**src/rtl/bp_weight_updater_pkg.sv**
```systemverilog
// bp_pkg: shared constants and FSM encoding for the backprop weight-update path
package bp_pkg;
  localparam logic [31:0] FP_ONE         = 32'h3F80_0000;
  localparam logic [31:0] LEARN_RATE     = 32'h3E4C_CCCD;
  localparam int          BP_PIPE_LAT    = 7;
  localparam int          BP_OLD_W_DELAY = 6;
  typedef enum logic [1:0] {IDLE, ISSUE, DRAIN, DONE} bp_state_e;
endpackage

```
**src/rtl/bp_weight_updater_if.sv**
```systemverilog
// bp_weight_updater_if: control, datapath and host-access signals of the weight updater
interface bp_weight_updater_if #(parameter int IDX_W = 4) ();
  logic             start, busy, done, issue_valid, ld_en;
  logic [IDX_W-1:0] issue_idx, ld_addr, rd_addr;
  logic [31:0]      w_old, w_new, ld_data, rd_data;
  modport slave (
    input  start, w_new, ld_en, ld_addr, ld_data, rd_addr,
    output busy, done, issue_valid, issue_idx, w_old, rd_data
  );
  modport master (
    output start, w_new, ld_en, ld_addr, ld_data, rd_addr,
    input  busy, done, issue_valid, issue_idx, w_old, rd_data
  );
endinterface

```
**src/rtl/bp_valid_delay.sv**
```systemverilog
// bp_valid_delay: resettable DEPTH-stage shift register of W-bit words
module bp_valid_delay #(
  parameter int W     = 1,
  parameter int DEPTH = 2
) (
  input  logic         clk,
  input  logic         reset,
  input  logic [W-1:0] d_i,
  output logic [W-1:0] q_o
);
  logic [W-1:0] pipe_q [DEPTH];
  always_ff @(posedge clk or posedge reset) begin
    if (reset) begin
      for (int i = 0; i < DEPTH; i++) pipe_q[i] <= '0;
    end else begin
      pipe_q[0] <= d_i;
      for (int i = 1; i < DEPTH; i++) pipe_q[i] <= pipe_q[i-1];
    end
  end
  assign q_o = pipe_q[DEPTH-1];
endmodule

```
**src/rtl/bp_weight_updater.sv**
```systemverilog
// bp_weight_updater: pass sequencer and flop-based weight store for the backprop weight update
module bp_weight_updater
  import bp_pkg::*;
#(
  parameter int N_WEIGHTS   = 16,
  parameter int IDX_W       = 4,
  parameter int PIPE_LAT    = BP_PIPE_LAT,
  parameter int OLD_W_DELAY = BP_OLD_W_DELAY
) (
  input logic                clk,
  input logic                reset,
  bp_weight_updater_if.slave bus
);
  bp_state_e        state_q, state_d;
  logic [IDX_W-1:0] idx_q, idx_d, dly_idx;
  logic [31:0]      weights_q [N_WEIGHTS];
  logic [31:0]      fetch_q;
  logic             idle, issuing, last_idx, dly_valid, last_wr;
  assign idle     = state_q == IDLE;
  assign issuing  = state_q == ISSUE;
  assign last_idx = idx_q == IDX_W'(N_WEIGHTS - 1);
  // the pass ends once the final index's write lands, which empties the pipe
  assign last_wr  = dly_valid && dly_idx == IDX_W'(N_WEIGHTS - 1);
  always_comb begin
    state_d = idle && bus.start ? ISSUE
            : issuing && last_idx ? DRAIN
            : state_q == DRAIN && last_wr ? DONE
            : state_q == DONE ? IDLE : state_q;
    idx_d   = idle && bus.start ? '0 : issuing && !last_idx ? idx_q + 1'b1 : idx_q;
  end
  always_ff @(posedge clk or posedge reset) begin
    if (reset) begin
      state_q <= IDLE;
      idx_q   <= '0;
      fetch_q <= '0;
    end else begin
      state_q <= state_d;
      idx_q   <= idx_d;
      if (issuing) fetch_q <= weights_q[idx_q];
    end
  end
  always_ff @(posedge clk or posedge reset) begin
    if (reset) begin
      for (int i = 0; i < N_WEIGHTS; i++) weights_q[i] <= '0;
    end else if (dly_valid) begin
      weights_q[dly_idx] <= bus.w_new;
    end else if (bus.ld_en && idle) begin
      weights_q[bus.ld_addr] <= bus.ld_data;
    end
  end
  bp_valid_delay #(.W(IDX_W + 1), .DEPTH(PIPE_LAT)) u_issue_dly (
    .clk   (clk),
    .reset (reset),
    .d_i   ({issuing, idx_q}),
    .q_o   ({dly_valid, dly_idx})
  );
  // fetch register supplies one cycle of the old-weight alignment
  bp_valid_delay #(.W(32), .DEPTH(OLD_W_DELAY - 1)) u_wold_dly (
    .clk   (clk),
    .reset (reset),
    .d_i   (fetch_q),
    .q_o   (bus.w_old)
  );
  assign bus.busy        = issuing || state_q == DRAIN;
  assign bus.done        = state_q == DONE;
  assign bus.issue_valid = issuing;
  assign bus.issue_idx   = idx_q;
  assign bus.rd_data     = weights_q[bus.rd_addr];
endmodule
```
**src/flat_wrapper.sv**
```systemverilog
// flat-port wrapper written by rule: the top's interface ports become plain ports
module bp_weight_updater_flat import bp_pkg::*;
#(
  parameter int N_WEIGHTS   = 16,
  parameter int IDX_W       = 4,
  parameter int PIPE_LAT    = BP_PIPE_LAT,
  parameter int OLD_W_DELAY = BP_OLD_W_DELAY
)
  (clk, reset, bus_start, bus_w_new, bus_ld_en, bus_ld_addr, bus_ld_data, bus_rd_addr, bus_busy, bus_done, bus_issue_valid, bus_issue_idx, bus_w_old, bus_rd_data);
  bp_weight_updater_if #(.IDX_W(IDX_W)) bus_i ();
  input logic clk;
  input logic reset;
  input wire logic [$bits(bus_i.start)-1:0] bus_start;
  input wire logic [$bits(bus_i.w_new)-1:0] bus_w_new;
  input wire logic [$bits(bus_i.ld_en)-1:0] bus_ld_en;
  input wire logic [$bits(bus_i.ld_addr)-1:0] bus_ld_addr;
  input wire logic [$bits(bus_i.ld_data)-1:0] bus_ld_data;
  input wire logic [$bits(bus_i.rd_addr)-1:0] bus_rd_addr;
  output wire logic [$bits(bus_i.busy)-1:0] bus_busy;
  output wire logic [$bits(bus_i.done)-1:0] bus_done;
  output wire logic [$bits(bus_i.issue_valid)-1:0] bus_issue_valid;
  output wire logic [$bits(bus_i.issue_idx)-1:0] bus_issue_idx;
  output wire logic [$bits(bus_i.w_old)-1:0] bus_w_old;
  output wire logic [$bits(bus_i.rd_data)-1:0] bus_rd_data;
  assign bus_i.start = bus_start;
  assign bus_i.w_new = bus_w_new;
  assign bus_i.ld_en = bus_ld_en;
  assign bus_i.ld_addr = bus_ld_addr;
  assign bus_i.ld_data = bus_ld_data;
  assign bus_i.rd_addr = bus_rd_addr;
  assign bus_busy = bus_i.busy;
  assign bus_done = bus_i.done;
  assign bus_issue_valid = bus_i.issue_valid;
  assign bus_issue_idx = bus_i.issue_idx;
  assign bus_w_old = bus_i.w_old;
  assign bus_rd_data = bus_i.rd_data;
  bp_weight_updater #(.N_WEIGHTS(N_WEIGHTS), .IDX_W(IDX_W), .PIPE_LAT(PIPE_LAT), .OLD_W_DELAY(OLD_W_DELAY)) u_core (.clk(clk), .reset(reset), .bus(bus_i));
endmodule
```
**config.mk**
```make
export PLATFORM = sky130hd
export DESIGN_NAME = bp_weight_updater_flat
export DESIGN_NICKNAME = d
export VERILOG_FILES = /design/src/rtl/bp_weight_updater_pkg.sv /design/src/rtl/bp_weight_updater_if.sv /design/src/rtl/bp_valid_delay.sv /design/src/rtl/bp_weight_updater.sv /design/src/flat_wrapper.sv
export SDC_FILE = /design/constraint.sdc
export NUM_CORES = 2
export LEC_CHECK = 0
export BUFFER_PORTS_ARGS = -buffer_cell sky130_fd_sc_hd__buf_2
export CORE_UTILIZATION = 30
export DETAILED_ROUTE_END_ITERATION = 6
export GPL_TIMING_DRIVEN = 0
export PLACE_DENSITY_LB_ADDON = 0.08
export SLEW_MARGIN = 10
export SYNTH_ARGS = -nofsm -noshare
export SYNTH_HDL_FRONTEND = slang
export SYNTH_HIERARCHICAL = 1
export SYNTH_SLANG_ARGS = --single-unit
```
**constraint.sdc**
```tcl
create_clock -name clk -period 21.3 [get_ports clk]
set_input_delay 2.13 -clock clk [delete_from_list [all_inputs] [get_ports clk]]
set_output_delay 2.13 -clock clk [all_outputs]
set_load 0.01 [all_outputs]
```
==> results.py <==
metrics = {
    "status": {
        "status": "completed",
    },
    "final_layout": {
        "fin_nets": 3115,
        "multi_input_area_mm2": 0.0175,
        "layout-drive-gt1-share_pct": 36.4,
        "areaGrowthSynthToFinish_pct": 16.1,
        "fin_util_pct": 35.1,
        "instances_no_fill": 4758,
        "fill_cells": 12310,
        "seqCellArea_mm2": 0.0186,
    },
    "sta": {
        "layout_setup_ws_ps": 14160,
        "hold_violations": 0,
        "fmax_ghz": 0.140,
        "maxSlewHeadroom_pct": 8.57,
        "fin_crit_ps": 7140,
        "setup_viol": 0,
        "worst_pin_slew_ps": 1370,
        "rsz0062_at_grt": "no",
        "finClkSkew_ps": 37.0,
        "drv_slew": 0,
        "finalCritPeriodShare_pct": 33.5,
    },
    "cts": {
        "clock_path_buffers": 3,
        "clkLatencyLatePin_ps": 690,
        "ctsHtreeMaxLevel": 3,
        "cts.sinks": 745,
        "root_buffer": "clkbuf_16",
        "cts_tree": "yes",
        "cts_setup_buffers": 0,
        "clkTransAtPathRegs_ps": 60,
        "hold_buffers": 0,
        "cts_inserted_buffers": 93,
        "cts_resized": 0,
    },
    "synth": {
        "syn_nets": 2873,
        "synth_top_area_share_pct": 49.2,
        "synth.area.top_cells": "dfrtp_1, mux4_2, mux2_2",
        "synth.avg_cell_area_um2": 13.6,
        "synth.most_common_cell": "dfrtp_1",
        "async_reset_ff_share_pct": 100,
        "synth_edf_count": 0,
        "yosys.area_share.simple_pct": 2.27,
        "synth_xor_area_share_pct": 0.0693,
        "synth-seq-cells": 745,
        "yosysSeqAreaShare_pct": 49.2,
        "synthMuxAreaShare_pct": 32.2,
        "ys.flop_type": "dfrtp_1",
        "synth_fa_ha_area_share_pct": 0.165,
        "synth_top_family_by_area": "multiplexers",
        "netlist_instances": 2792,
        "netlist-cell-type-count": 42,
        "ys_warn_count": 6,
        "synth-compound-area-share_pct": 11.5,
        "syn_area_mm2": 0.0379,
        "synth_commonest_cells": "dfrtp_1, o22ai_1, mux2_2",
        "yosys.area.top_type": "dfrtp_1",
    },
    "power_and_ir_drop": {
        "combPwrFrac_pct": 4.7,
        "p_leak_uw": 0.0201,
        "seqPwrFrac_pct": 44.1,
        "p_switching_uw": 777,
        "netSwitchingFraction_pct": 24.2,
        "clkPwrFrac_pct": 51.2,
        "pwr_density_cell_mw_per_mm2": 72.9,
        "p_int_uw": 2430,
        "vdd_drop_max_v": 0.0000568,
    },
    "placed_design": {
        "gp_congestion": 0.923,
        "dpl.cell_count": 4588,
        "port_buffers": 139,
        "pre_cts_slack_ps": 14210,
        "dp.final_hpwl_um": 120000,
    },
    "floorplanning": {
        "fp.dieH_um": 358,
        "initial_core_util_pct": 30.2,
        "io_pins": 147,
        "die_area_mm2": 0.128,
        "core_mm2": 0.126,
        "die_w_um": 358,
        "std_cell_rows": 130,
    },
    "grt": {
        "grt_overflow": 0,
        "antenna_found_initial": 10,
        "grt_pass1_wl_um": 239000,
        "grt.total_usage_pct": 26.9,
        "grt_pass1_vias": 29472,
        "grt_max_degree": 104,
    },
    "worst_setup_path": {
        "path_max_fanout": 11,
        "critical_path_class": "in -> out",
        "startpoint_type": "input port",
        "cp-end-kind": "output port",
        "critPathRequiredTime_ps": 19170,
        "arrival_ps": 5010,
    },
    "routing": {
        "vias": 28930,
        "wire_per_inst_um": 36.3,
        "firstDrtPassIters": 6,
        "drt-met1-wl_um": 72300,
        "viasPerCell": 6.08,
        "totalWireLength_um": 173000,
        "dr_wl_met2_um": 78700,
        "ant_nets": 0,
        "dr.first_iter.drc_count": 3136,
        "dr_wl_met3_um": 12600,
        "top_layer_used": "met5",
        "drc": 0,
    },
    "worst_hold_path": {
        "min-delay-path-class": "reg -> reg",
    },
    "job": {
        "maxCapViolCount": 0,
    },
}
[placed cells by master, fill, tap and decap left out, drive strengths merged, types with 3 or more instances in the layout]
cell,Yosys,layout
nor2b,10,10
a32oi,5,5
a31oi,3,3
a22o,32,32
clkinv,0,24
o221ai,31,31
a41oi,4,4
nand3,18,18
nor3,15,15
a21oi,64,64
xor2,3,3
mux2i,65,65
clkbuf,152,280
o2bb2a,3,3
ha,5,5
mux2,513,513
diode,0,6
o22ai,480,480
mux4,257,257
inv,6,9
nand2b,4,4
buf,207,353
nand2,89,89
bufinv,0,9
a22oi,31,31
dfrtp,745,745
nor2,42,42
[power by group through the flow]
stage          registers, uW  logic [uW]  clock network [uW]
4_1_cts                 1420         150                1680
5_1_grt                 1410         158                1740
6_report                1420         150                1640
3_3_place_gp            1440         143                   0
2_1_floorplan           1440        77.1                   0
3_5_place_dp            1440         149                   0
[metal layers]
layer | vias to the layer above | track usage, %
met5 | - | 0
met4 | 6 | 13.2
met3 | 428 | 4.94
met2 | 1605 | 41.7
met1 | 15468 | 36.1
li1 | 11423 | -
[critical path: stages]
cell and delay, ps:
buf_2 350, buf_2 570, buf_2 720, mux4_2 470, mux4_2 570, buf_2 170
[final timing paths]
kind	startpoint	end	slack, ps	cells after the start
worst max-delay path	bus_rd_addr[1]	bus_rd_data[31]	14160	6
worst min-delay path	u_core/u_wold_dly/pipe_q[70]	u_core/u_wold_dly/pipe_q[38]	340	0
worst max register to register	u_core/bus.issue_idx[1]	u_core/fetch_q[3]	17700	6
worst min register to register	u_core/u_wold_dly/pipe_q[70]	u_core/u_wold_dly/pipe_q[38]	340	0
max in group asynchronous	reset	u_core/weights_q[490]	18160	5
min in group asynchronous	reset	u_core/state_q[1]	1400	2
[kinds of logic after synthesis]
logic type | Yosys count
and+or+nand+nor | 182
DFF | 745
adders and majority gates | 5
AOI/OAI and AO/OA | 657
muxes | 835
xor gates and xnor gates | 3
buffers and inverters | 365
[per-stage QoR]
step | instance area (um^2) | hold WS, ps | total power (uW) | setup TNS, ps
detailed placement | 40900 | 335 | 1590 | 0
finish | 44000 | 342 | 3210 | 0
CTS | 44000 | 344 | 3250 | 0
global placement | 40700 | 331 | 1590 | -2087080
global route | 44000 | 348 | 3320 | 0
floorplan | 37900 | 331 | 1520 | 0
[state kept, by name, indices dropped and copies added (netlist names)]
register,count
u_core/bus.issue_idx,4
u_core/u_issue_dly/pipe_q,30
u_core/u_issue_dly/q_o,5
u_core/weights_q,512
u_core/u_wold_dly/q_o,32
u_core/state_q,2
u_core/u_wold_dly/pipe_q,128
u_core/fetch_q,32
[cell type report]
cell class / instances / share of cell area (%)
Multi-Input combinational cell: 1682 / 39.8
Sequential cell: 745 / 42.3
Clock inverter: 36 / 1.01
Tap cell: 1650 / 4.69
Buffer: 359 / 3.97
Inverter: 6 / 0.0852
Antenna cell: 6 / 0.0341
Clock buffer: 127 / 6.06
Timing Repair Buffer: 147 / 2.04
No activity file was read; power rests on OpenSTA's default activity.
